--- config.mk ---
export PLATFORM = sky130hd
export DESIGN_NAME = fifo_ctrl
export DESIGN_NICKNAME = d
export VERILOG_FILES = /design/src/rtl/fifo_ctrl.sv
export SDC_FILE = /design/constraint.sdc
export NUM_CORES = 1
export LEC_CHECK = 0
export BUFFER_PORTS_ARGS = -buffer_cell sky130_fd_sc_hd__buf_2
export CORE_AREA = 2 2 39 41
export DETAILED_ROUTE_END_ITERATION = 10
export DIE_AREA = 0 0 41 43
export GPL_TIMING_DRIVEN = 1
export PLACE_DENSITY = 0.69
export SETUP_SLACK_MARGIN = 0.4
export SYNTH_ARGS = -nofsm -noshare
export SYNTH_HDL_FRONTEND = slang
export SYNTH_SLANG_ARGS = --single-unit
--- constraint.sdc ---
create_clock -name iclk -period 4.9 [get_ports iclk]
set_input_delay 0 -clock iclk [delete_from_list [all_inputs] [get_ports iclk]]
set_output_delay 0 -clock iclk [all_outputs]
set_load 0.01 [all_outputs]
--- src/rtl/fifo_ctrl.sv ---
// ---------------------------------------------------------------------------
// fifo_ctrl
//
// Pointer and occupancy controller for a FIFO built around an external
// register file of 2**pWIDHT entries. This block holds no data. It decides
// whether each push or pop is taken, steers the register-file addresses, and
// reports occupancy and error status.
//
// Parameters
//   pBITS      data width of the paired register file. The controller does not
//              use it; it is kept so both halves take the same parameter list.
//   pWIDHT     address width; depth D = 2**pWIDHT
//   pAF_LEVEL  almost-full threshold in entries, legal range 1..D
//
// Ports
//   iclk          clock; all state changes on the rising edge
//   irst          synchronous, active-high reset; overrides every request
//   iwr           push request
//   ird           pop request; head data is read combinationally at or_addr
//   iclr_err      clears the sticky error flags
//   owr_en        register-file write enable (accepted push, same cycle)
//   ow_addr       register-file write address (write pointer)
//   or_addr       register-file read address (read pointer)
//   ofull         FIFO holds D entries
//   oempty        FIFO holds 0 entries
//   oalmost_full  occupancy >= pAF_LEVEL
//   ocount        occupancy, 0..D
//   oovf          sticky overflow: a push was rejected
//   ounf          sticky underflow: a pop was rejected
//
// Handshake: a request is a single-cycle level on iwr/ird. There is no
// ready/valid pair. A request is either accepted or rejected in the cycle it
// is presented, and it is never held over to a later cycle. A push is
// accepted when the FIFO is not full, or when a pop is accepted in the same
// cycle. A pop is accepted when the FIFO is not empty. A rejected request
// leaves pointers and occupancy untouched and sets the matching sticky flag.
//
// The controller has no FSM. Its only state is the two pointers, the count
// and the registered flags.
// ---------------------------------------------------------------------------
module fifo_ctrl #(
  parameter int pBITS     = 8,
  parameter int pWIDHT    = 2,
  parameter int pAF_LEVEL = 3
) (
  input  logic              iclk,
  input  logic              irst,
  input  logic              iwr,
  input  logic              ird,
  input  logic              iclr_err,
  output logic              owr_en,
  output logic [pWIDHT-1:0] ow_addr,
  output logic [pWIDHT-1:0] or_addr,
  output logic              ofull,
  output logic              oempty,
  output logic              oalmost_full,
  output logic [pWIDHT:0]   ocount,
  output logic              oovf,
  output logic              ounf
);

  // The count is one bit wider than the pointers so that it can hold D.
  localparam logic [pWIDHT:0]   DEPTH     = {1'b1, {pWIDHT{1'b0}}};
  localparam logic [pWIDHT:0]   AF_LEVEL  = (pWIDHT+1)'(pAF_LEVEL);
  localparam logic [pWIDHT:0]   CNT_ONE   = (pWIDHT+1)'(1);
  localparam logic [pWIDHT-1:0] PTR_ONE   = pWIDHT'(1);

  // Catch illegal configurations at elaboration time, not in silicon.
  if (pBITS < 1 || pWIDHT < 1 || pAF_LEVEL < 1 || pAF_LEVEL > (1 << pWIDHT))
  begin : g_param_check
    $error("fifo_ctrl: illegal parameters (pBITS>=1, pWIDHT>=1, 1<=pAF_LEVEL<=D)");
  end

  // -------------------------------------------------------------------------
  // State
  // -------------------------------------------------------------------------
  logic [pWIDHT-1:0] wr_ptr;
  logic [pWIDHT-1:0] rd_ptr;
  logic [pWIDHT:0]   count;
  logic              full_q;
  logic              empty_q;
  logic              af_q;
  logic              ovf_q;
  logic              unf_q;

  // -------------------------------------------------------------------------
  // Request qualification and next-state decode
  // -------------------------------------------------------------------------
  logic            pop_ok;
  logic            push_ok;
  logic            ovf_evt;
  logic            unf_evt;
  logic [pWIDHT:0] count_nxt;
  logic            full_nxt;
  logic            empty_nxt;
  logic            af_nxt;

  always_comb begin
    pop_ok  = ird & ~empty_q;
    // When the FIFO is full, a push is still taken if the head leaves in the
    // same cycle. The head is read before the edge and its slot is
    // overwritten at the edge.
    push_ok = iwr & (~full_q | pop_ok);
    ovf_evt = iwr & ~push_ok;
    unf_evt = ird & ~pop_ok;

    count_nxt = count;
    unique case ({push_ok, pop_ok})
      2'b10:   count_nxt = count + CNT_ONE;
      2'b01:   count_nxt = count - CNT_ONE;
      default: count_nxt = count;
    endcase

    // The flags are decoded from the next count and registered alongside it,
    // so they change in the same cycle as ocount.
    full_nxt  = (count_nxt == DEPTH);
    empty_nxt = (count_nxt == '0);
    af_nxt    = (count_nxt >= AF_LEVEL);
  end

  // -------------------------------------------------------------------------
  // Sequential update
  // -------------------------------------------------------------------------
  always_ff @(posedge iclk) begin
    if (irst) begin
      wr_ptr  <= '0;
      rd_ptr  <= '0;
      count   <= '0;
      full_q  <= 1'b0;
      empty_q <= 1'b1;
      af_q    <= 1'b0;
      ovf_q   <= 1'b0;
      unf_q   <= 1'b0;
    end else begin
      // The pointers are exactly pWIDHT bits wide, so the increment wraps
      // from D-1 to 0 without an explicit compare.
      if (push_ok) wr_ptr <= wr_ptr + PTR_ONE;
      if (pop_ok)  rd_ptr <= rd_ptr + PTR_ONE;
      count   <= count_nxt;
      full_q  <= full_nxt;
      empty_q <= empty_nxt;
      af_q    <= af_nxt;
      // On a clear, an error event in the same cycle still leaves its flag set.
      if (iclr_err) begin
        ovf_q <= ovf_evt;
        unf_q <= unf_evt;
      end else begin
        ovf_q <= ovf_q | ovf_evt;
        unf_q <= unf_q | unf_evt;
      end
    end
  end

  // -------------------------------------------------------------------------
  // Outputs
  // -------------------------------------------------------------------------
  // Reset must block the write strobe. Otherwise a push in the reset cycle
  // would corrupt a slot of the register file.
  assign owr_en       = push_ok & ~irst;
  assign ow_addr      = wr_ptr;
  assign or_addr      = rd_ptr;
  assign ocount       = count;
  assign ofull        = full_q;
  assign oempty       = empty_q;
  assign oalmost_full = af_q;
  assign oovf         = ovf_q;
  assign ounf         = unf_q;

endmodule

==> impl_metrics.ini, run 1 <==
[global_routing]
grt_pass1_wl_mm = 1.49
busiest_layer = met1
met3_usage_pct = 3.14
grt_pass1_vias = 375
grtUsageMet2_pct = 16.6
overflow = 0
use_met1_pct = 17.2
grt_max_degree = 16
antenna_found_initial = 0
grt_usage_pct = 13.1

[synth]
netlist.top_cell.by_area = dfxtp_1
ys.warnings.count = 0
syn_avg_cell_area_um2 = 9.61
synth_top_area_share_pct = 41.6
syn-cell-area_um2 = 577
synth_nets = 67
seq_area_frac_synth_pct = 41.6
synthTopCellsByArea = dfxtp_1 42%, nor2_1 6.5%, xnor2_1 4.6%
synth_cell_types = 25
syn_inst = 60
ys_ff_latch = 12

[clock_tree]
cts_resized = 0
root_buffer = clkbuf_4
clk_latency_ns = 0.27
cts_sinks = 12
cts_tree = done
path_clk_slew_ns = 0.07
numCtsBuffers = 3
clock_path_buffers = 2
htreeDepth = 1
ctsHoldBuffers = 0
cts_setup_buffers = 0

[setup_path]
slowest_delay_ns = 0.38
crit_path_top_delay_cell = fa_1
worstReg2RegEnd = ofull$_SDFF_PP0_
crit_arrival_ns = 2.30
path_cells = nand2b_1 -> inv_2 -> o21ai_2 -> ha_1 -> fa_1 -> xnor2_1 -> or3_1 -> a211oi_2
cp_max_fo = 4
setup.worst_path.class = reg2reg
critPathCaptureType = register
reg2reg_slack_ns = 2.79
start_kind = register
ff2ff_path_depth = 8
timing.rr.start = oempty$_SDFF_PP1_
required_ns = 5.09

[finish]
fin_util_pct = 50.3
stdcell_count = 95
fillerInstances = 139
nets = 87
drive_gt1_share_pct = 31.6
antenna_cells = 0
area_growth_pct = 20.6

[placed_design]
place_ws_ns = 2.80
dp_hpwl_um = 729
dp_cells = 91
gp_congestion = 0.668
portBuffers = 17

[floorplanning]
core-area_mm2 = 0.00138
start_util_pct = 41.7
rows = 14
die-height_um = 43
ioPinCount = 18
dieArea_mm2 = 0.00176
die_w_um = 41

[worst_hold_path]
hold_end = ounf$_SDFF_PP0_
min_delay_path_depth = 3
hp-start = ird
hold_path.class = in2reg

[timing]
finalHoldViolations = 0
period_share_pct = 43.1
max_freq_mhz = 474
tns_ns = 0
worst_slack_ns = 2.79
skew_ns = 0.000309
drv_slew = 0
relSlewSlack_pct = 80.1
setup_viol = 0
fin_crit_ns = 2.11
worst_slew_pin_slew_ns = 0.299
grt_setup_unrepaired = no

[route]
drcViolationCount = 0
wl_per_cell_um = 10.2
via_per_inst = 5.00
num_vias = 475
totalWireLength_um = 965
drt-initial-drc-count = 1
detail_route.first_pass.iterations = 2
antenna_left = 0

[pwr]
total_power_w = 0.000331
vdd_drop_max_mv = 0.226
power.leakage_nw = 0.323
powerDensity_mw_per_mm2 = 475

[job]
drv_cap = 0

[run_status]
outcome = completed
critical path, delay by kind of cell (launching register included):
| kind | cells | cell delay, ns |
|---|---|---|
| simple gates | 2 | 0.54 |
| buf+inv | 1 | 0.10 |
| compound gates | 2 | 0.30 |
| xor+xnor | 1 | 0.17 |
| flops | 1 | 0.33 |
| fa+ha+maj | 2 | 0.60 |
registers in the layout (all words and copies together), names as in the netlist:
register / flops
oovf: 1
ounf: 1
ocount: 3
oalmost_full: 1
ofull: 1
ow_addr: 2
oempty: 1
or_addr: 2
per-stage QoR:
stage | hold WS [ns] | area, um2
floorplan | 0.122 | 577
global placement | 0.285 | 659
detailed placement | 0.303 | 659
CTS | 0.0222 | 696
global route | 0.0644 | 696
finish | 0.0219 | 696
synth_stat cells:
cell      number
inv_2          1
or3_1          1
nand2b_1       1
dfxtp_1       12
nand3b_1       1
buf_6          2
ha_1           1
fa_1           1
o21ai_2        1
a211oi_2       1
a32oi_1        1
xnor2_1        3
a21oi_1        5
a22oi_1        1
inv_1          3
mux2i_1        1
o31a_1         1
mux2_1         2
o21ai_1        1
nor2_1        10
nor3b_1        1
o41ai_2        1
xor2_1         2
nand2_1        2
nor2b_1        4
worst max path at each step:
stage                                  from                      end  cells past startpoint
after CTS                 oempty$_SDFF_PP1_         ofull$_SDFF_PP0_                      8
after global placement    oempty$_SDFF_PP1_         ofull$_SDFF_PP0_                      8
after floorplan           oempty$_SDFF_PP1_         ofull$_SDFF_PP0_                      8
after detailed placement  oempty$_SDFF_PP1_         ofull$_SDFF_PP0_                      8
final                     oempty$_SDFF_PP1_         ofull$_SDFF_PP0_                      8
after global routing      oempty$_SDFF_PP1_  oalmost_full$_SDFF_PP0_                      8
where the power goes:
group | switching (W) | internal (W)
Combinational | 0.0000627 | 0.0000555
Clock | 0.0000311 | 0.0000451
Sequential | 0.0000197 | 0.000117
Total | 0.000113 | 0.000217
routing by layer:
metal,part of all wire [%],vias to the layer above
li1,-,240
met1,49,217
met2,41,14
met3,6.8,4
met4,2.6,0
met5,0,-
layout make-up:
cell class	instances	area [um2]	area share, %
Sequential cell	12	240	34.5
Timing Repair Buffer	17	85.1	12.2
Multi-Input combinational cell	42	299	43.0
Inverter	4	15.0	2.16
Clock buffer	4	36.3	5.22
Tap cell	16	20.0	2.88
cells in the final DEF, fill, tap and decap left out, types with 2 or more instances in the layout:
cell type	instances
buf_2	17
mux2_1	2
xor2_1	2
inv_1	3
clkbuf_4	3
nor2b_1	4
nor2_1	10
a21oi_1	5
dfxtp_1	12
nand2_1	2
xnor2_1	3
cell families after synthesis:
kind of cell | share of synthesized area [%]
simple gates | 16.9
buf+inv | 6.51
xor+xnor | 7.59
compound gates | 16.1
mux | 5.64
flops | 41.6
fa+ha+maj | 5.64
Power figures use the tool's default switching activity.
==> run 2: changes to the inputs <==
--- a/config.mk
+++ b/config.mk
@@ -5,12 +5,13 @@
 export SDC_FILE = /design/constraint.sdc
 export NUM_CORES = 1
 export LEC_CHECK = 0
+export ABC_AREA = 1
 export BUFFER_PORTS_ARGS = -buffer_cell sky130_fd_sc_hd__buf_2
-export CORE_AREA = 2 2 39 41
+export CORE_MARGIN = 2
+export CORE_UTILIZATION = 42
 export DETAILED_ROUTE_END_ITERATION = 10
-export DIE_AREA = 0 0 41 43
 export GPL_TIMING_DRIVEN = 1
-export PLACE_DENSITY = 0.69
+export PLACE_DENSITY = 0.71
 export SETUP_SLACK_MARGIN = 0.4
 export SYNTH_ARGS = -nofsm -noshare
 export SYNTH_HDL_FRONTEND = slang
==> constraint.sdc (replaced) <==
create_clock -name iclk -period 1.73 [get_ports iclk]
set_input_delay 0 -clock iclk [delete_from_list [all_inputs] [get_ports iclk]]
set_output_delay 0 -clock iclk [all_outputs]
set_load 0.01 [all_outputs]
==> run 2 against run 1 <==
Net effect: worst setup slack got worse by 2.8 ns; clock-buffer cell count unchanged; non-clock buffer count grew 7; core utilization increased by 11 points; flip-flop and latch count stayed put; final area increased by 12%; final cell count up 23%; critical path depth grew 4; clock power rose to 2.8 times the previous value; fmax is 24% higher; combinational power increased to 4.3 times the previous value.
==> impl_metrics.ini, run 2 <==
[run_status]
outcome = completed

[floorplanning]
start_util_pct = 44.0
die-height_um = 40.5
core-area_mm2 = 0.00127
rows = 13
dieArea_mm2 = 0.00164
ioPinCount = 18
die_w_um = 40.5

[synth]
ys.warnings.count = 0
ys_ff_latch = 12
synth_top_family_by_area = simple AND/OR/NAND/NOR gates
netlist.top_cell.by_area = dfxtp_1
seq_area_frac_synth_pct = 43.0
synth_simple_gate_area_share_pct = 28.9
synthTopCellsByArea = dfxtp_1 43%, nand2_1 13%, inv_1 8.7%
yosysMostFrequentCell = nand2_1
async_flop_share_pct = 0
synthTopCellsByCount = 20 x nand2_1, 13 x inv_1, 12 x dfxtp_1
syn_avg_cell_area_um2 = 7.44
syn-cell-area_um2 = 558
syn_inst = 75
synth_cell_types = 16
synth_nets = 82
synth_edf_count = 0
synth_top_area_share_pct = 43.0
synth_fa_ha_area_share_pct = 5.83
yosys_most_used_dff = dfxtp_1
muxShareOfSynthArea_pct = 0
synth_xor_area_share_pct = 1.57
synth_compound_area_share_pct = 6.28

[placed_design]
dp_cells = 111
portBuffers = 17
gp_congestion = 0.747
dp_hpwl_um = 849

[clock_tree]
cts_tree = done
numCtsBuffers = 3
path_clk_slew_ns = 0.07
cts_sinks = 12
clk_latency_ns = 0.26
htreeDepth = 1
clock_path_buffers = 2
root_buffer = clkbuf_4

[setup_path]
start_kind = register
critPathCaptureType = register
timing.rr.start = oempty$_SDFF_PP1_
crit_arrival_ns = 1.92
setup.worst_path.class = reg2reg
required_ns = 1.94
ff2ff_path_depth = 12
startpoint = oempty$_SDFF_PP1_
reg2reg_slack_ns = 0.02
worstReg2RegEnd = oalmost_full$_SDFF_PP0_
cp_max_fo = 2

[route]
via_per_inst = 4.50
wl_per_cell_um = 9.01
totalWireLength_mm = 1.05
drcViolationCount = 0
detail_route.first_pass.iterations = 4
drt-initial-drc-count = 7
num_vias = 526
antenna_left = 0

[pwr]
power.leakage_nw = 0.406
powerDensity_mw_per_mm2 = 1440
vdd_drop_max_mv = 0.773

[timing]
drv_slew = 0
skew_ns = 0.000634
fin_crit_ns = 1.71
period_share_pct = 98.7
grt_setup_unrepaired = yes
setup_viol = 0
relSlewSlack_pct = 83.0
max_freq_mhz = 586
finalHoldViolations = 0
tns_ns = 0
worst_slew_pin_slew_ns = 0.255

[finish]
stdcell_count = 117
fillerInstances = 114
final_common_cell = nand2_1
area_growth_pct = 40.1
drive_gt1_share_pct = 40.2
layout_common_cells = 18 x nand2_1, 17 x buf_2, 13 x inv_1
nets = 110
antenna_cells = 0
largest_register_ffs = 3

[worst_hold_path]
hp-start = ird
min_delay_path_depth = 3
hold_end = ounf$_SDFF_PP0_
hold_path.class = in2reg

[global_routing]
grt_pass1_wl_mm = 1.57
overflow = 0
grt_usage_pct = 15.0
antenna_found_initial = 0
grt_pass1_vias = 399
grt_max_degree = 9

[job]
drv_cap = 0
-- run 2: worst max-delay path: stages, from the launching register on --
cell and delay, ns:
dfxtp_4 0.34, inv_2 0.04, nand2_2 0.05, nand2_2 0.06
nand2_2 0.07, ha_4 0.16, fa_1 0.47, inv_1 0.05
o21ai_2 0.15, inv_2 0.07, nor2_4 0.08, nand2_1 0.05
nand2_1 0.05
-- run 2: power breakdown --
group	leakage, nW	internal (W)	total, W	switching, W
clock	0.0210	0.000128	0.000213	0.0000857
combinational	0.286	0.000239	0.000511	0.000272
sequential	0.0986	0.000348	0.000402	0.0000538
-- run 2: timing repair --
| action | 4_1_cts | 5_1_grt |
|---|---|---|
| pin swaps | 3 | 1 |
| buffers inserted | 0 | 1 |
| endpoints found under the setup margin | 6 | 6 |
| gates resized for setup | 3 | 1 |
| endpoints found under the hold margin | 1 | 0 |
| hold buffers | 1 | 0 |
-- run 2: logic make-up after synthesis --
kind of cell / Yosys count
buffers and inverters: 17
flip-flops: 12
XOR/XNOR: 1
adder cells (fa/ha/maj): 2
AND/OR/NAND/NOR: 36
AO/OA/AOI/OAI: 7
-- run 2: how the worst max path moves through the flow --
stage,end,slack [ns]
4_1_cts,oalmost_full$_SDFF_PP0_,0.02
6_report,oalmost_full$_SDFF_PP0_,0.02
3_3_place_gp,oalmost_full$_SDFF_PP0_,0.02
3_5_place_dp,oalmost_full$_SDFF_PP0_,0.005
5_1_grt,oalmost_full$_SDFF_PP0_,-0.07
2_1_floorplan,oalmost_full$_SDFF_PP0_,0.02
-- run 2: area by class of cell --
type | count | area [um2] | area share [%]
flip-flops and latches | 12 | 244 | 31.2
inverters | 16 | 60.1 | 7.68
multi-input cells | 46 | 283 | 36.2
repair buffers | 24 | 140 | 17.9
well taps | 15 | 18.8 | 2.40
clock buffers | 4 | 36.3 | 4.64
-- run 2: per-stage QoR --
step | utilization, % | hold slack, ns | cell area [um2] | setup WS [ns] | total power (W)
after floorplan | - | 0.137 | 581 | 0.0170 | 0.000710
after global placement | 55.3 | 0.269 | 702 | 0.0208 | 0.000839
after detailed placement | 55.3 | 0.271 | 702 | 0.00535 | 0.000855
after CTS | 60.2 | 0.00928 | 763 | 0.0198 | 0.00110
after global routing | 61.6 | 0.0212 | 782 | -0.0663 | 0.00122
final | 61.6 | 0.0107 | 782 | 0.0227 | 0.00113
-- run 2: per-layer routing --
metal | GRT usage [%] | vias to the layer above | wire length (um)
met5 | 0 | - | 0
met4 | 7.50 | 0 | 10
met1 | 17.1 | 230 | 470
met2 | 24.6 | 14 | 510
met3 | 5.00 | 2 | 62
li1 | - | 280 | -
==> run 3: changes to the inputs <==
--- a/config.mk
+++ b/config.mk
@@ -12,6 +12,7 @@
 export DETAILED_ROUTE_END_ITERATION = 10
 export GPL_TIMING_DRIVEN = 1
 export PLACE_DENSITY = 0.71
+export REMOVE_ABC_BUFFERS = 1
 export SETUP_SLACK_MARGIN = 0.4
 export SYNTH_ARGS = -nofsm -noshare
 export SYNTH_HDL_FRONTEND = slang
==> run 3 against run 2 <==
Net effect: via count increased by 3.0%; worst setup slack got worse by 0.0056 ns; sequential power hardly changed; wire length up 15%; first-iteration DRC count fell by 57%; final cell count increased by 5.1%; sequential share of layout area decreased by 2.6 points; total power rose by 4.2%.
==> impl_metrics.ini, run 3 (synthesized netlist as in run 2, its figures left out) <==
[run_status]
outcome = completed

[floorplanning]
die_w_um = 40.5
die-height_um = 40.5
start_util_pct = 44.0
ioPinCount = 18
core-area_mm2 = 0.00127
rows = 13
dieArea_mm2 = 0.00164

[job]
drv_cap = 0

[pwr]
total_power_w = 0.00117
powerDensity_mw_per_mm2 = 1390
power.leakage_nw = 0.436
vdd_drop_max_mv = 0.895

[timing]
setup_viol = 0
holdWs_ns = 0.0307
fin_crit_ns = 1.71
drv_slew = 0
grt_setup_unrepaired = yes
relSlewSlack_pct = 82.2
skew_ns = 0.00457
max_freq_mhz = 584
worst_slew_pin_slew_ns = 0.267
finalHoldViolations = 0
period_share_pct = 99.0

[setup_path]
setup.worst_path.class = reg2reg
critPathCaptureType = register
timing.rr.start = oempty$_SDFF_PP1_
worstReg2RegEnd = oempty$_SDFF_PP1_
startpoint = oempty$_SDFF_PP1_
reg2reg_slack_ns = 0.02
crit_arrival_ns = 1.88
cp_max_fo = 2
start_kind = register
ff2ff_path_depth = 11
required_ns = 1.90
crit_end = oempty$_SDFF_PP1_

[placed_design]
gp_congestion = 0.739
dp_hpwl_um = 730
dp_cells = 109
portBuffers = 17

[global_routing]
overflow = 0
grt_max_degree = 9
antenna_found_initial = 0
grt_usage_pct = 15.5
grt_pass1_vias = 430
grt_pass1_wl_mm = 1.57

[finish]
layout_common_cells = 17 x nand2_1, 17 x buf_2, 13 x inv_1
area_growth_pct = 51.3
drive_gt1_share_pct = 44.4
stdcell_count = 123
largest_register_ffs = 3
fillerInstances = 110
antenna_cells = 0
nets = 116

[clock_tree]
numCtsBuffers = 3
clock_path_buffers = 2
htreeDepth = 1
cts_tree = done
path_clk_slew_ns = 0.08
root_buffer = clkbuf_4
clk_latency_ns = 0.27
cts_sinks = 12

[route]
num_vias = 542
wl_per_cell_um = 9.89
totalWireLength_mm = 1.22
drt-initial-drc-count = 3
antenna_left = 0
drcViolationCount = 0
detail_route.first_pass.iterations = 3
via_per_inst = 4.41

[worst_hold_path]
hold_path.class = in2reg
min_delay_path_depth = 2
[run 3: worst max-delay path: stages, from the launching register on]
cell,delay [ns]
dfxtp_2,0.33
inv_2,0.05
nand2_2,0.05
nand2_2,0.09
nand2_4,0.06
ha_4,0.16
fa_1,0.47
inv_1,0.05
o21ai_2,0.16
nor2_2,0.08
nand3_1,0.07
nand2_1,0.05
[run 3: how the worst min path moves through the flow]
stage / start / to
6_report: irst / oovf$_SDFF_PP0_
4_1_cts: iwr / oovf$_SDFF_PP0_
5_1_grt: irst / oovf$_SDFF_PP0_
3_3_place_gp: iclr_err / oovf$_SDFF_PP0_
2_1_floorplan: irst / owr_en
3_5_place_dp: iclr_err / oovf$_SDFF_PP0_
[run 3: cell type report]
class                           count  area (um2)  share of cell area [%]
Multi-Input combinational cell     46         293                    34.7
Sequential cell                    12         241                    28.6
Timing Repair Buffer               30         195                    23.1
Inverter                           16        60.1                    7.11
Clock buffer                        4        36.3                    4.30
Tap cell                           15        18.8                    2.22
[run 3: what timing repair did]
action,CTS,global route
resized for setup,8,6
pin swaps,6,7
hold buffers,2,0
buffers inserted,5,3
hold endpoints to repair,2,0
endpoints found under the setup margin,6,7
[run 3: power breakdown]
group | internal [W] | total, W | switching [W]
clock | 0.000128 | 0.000222 | 0.0000945
combinational | 0.000263 | 0.000551 | 0.000288
sequential | 0.000344 | 0.000400 | 0.0000559
[run 3: through the flow]
stage	setup WS (ns)	instance area [um2]	setup TNS [ns]	util, %
global route	-0.0977	845	-0.293	66.6
CTS	0.0134	800	0	63.0
finish	0.0171	845	0	66.6
detailed placement	-0.0949	664	-0.225	52.4
floorplan	-0.0768	538	-0.181	-
global placement	-0.103	664	-0.240	52.4
[run 3: metal layers]
layer  vias to the layer above  global-route usage (%)  share of wire, %
met1                       235                    14.8                41
met3                         2                    3.33               4.6
met4                         0                    10.0               1.1
met5                         -                       0                 0
li1                        292                       -                 -
met2                        13                    29.0                53
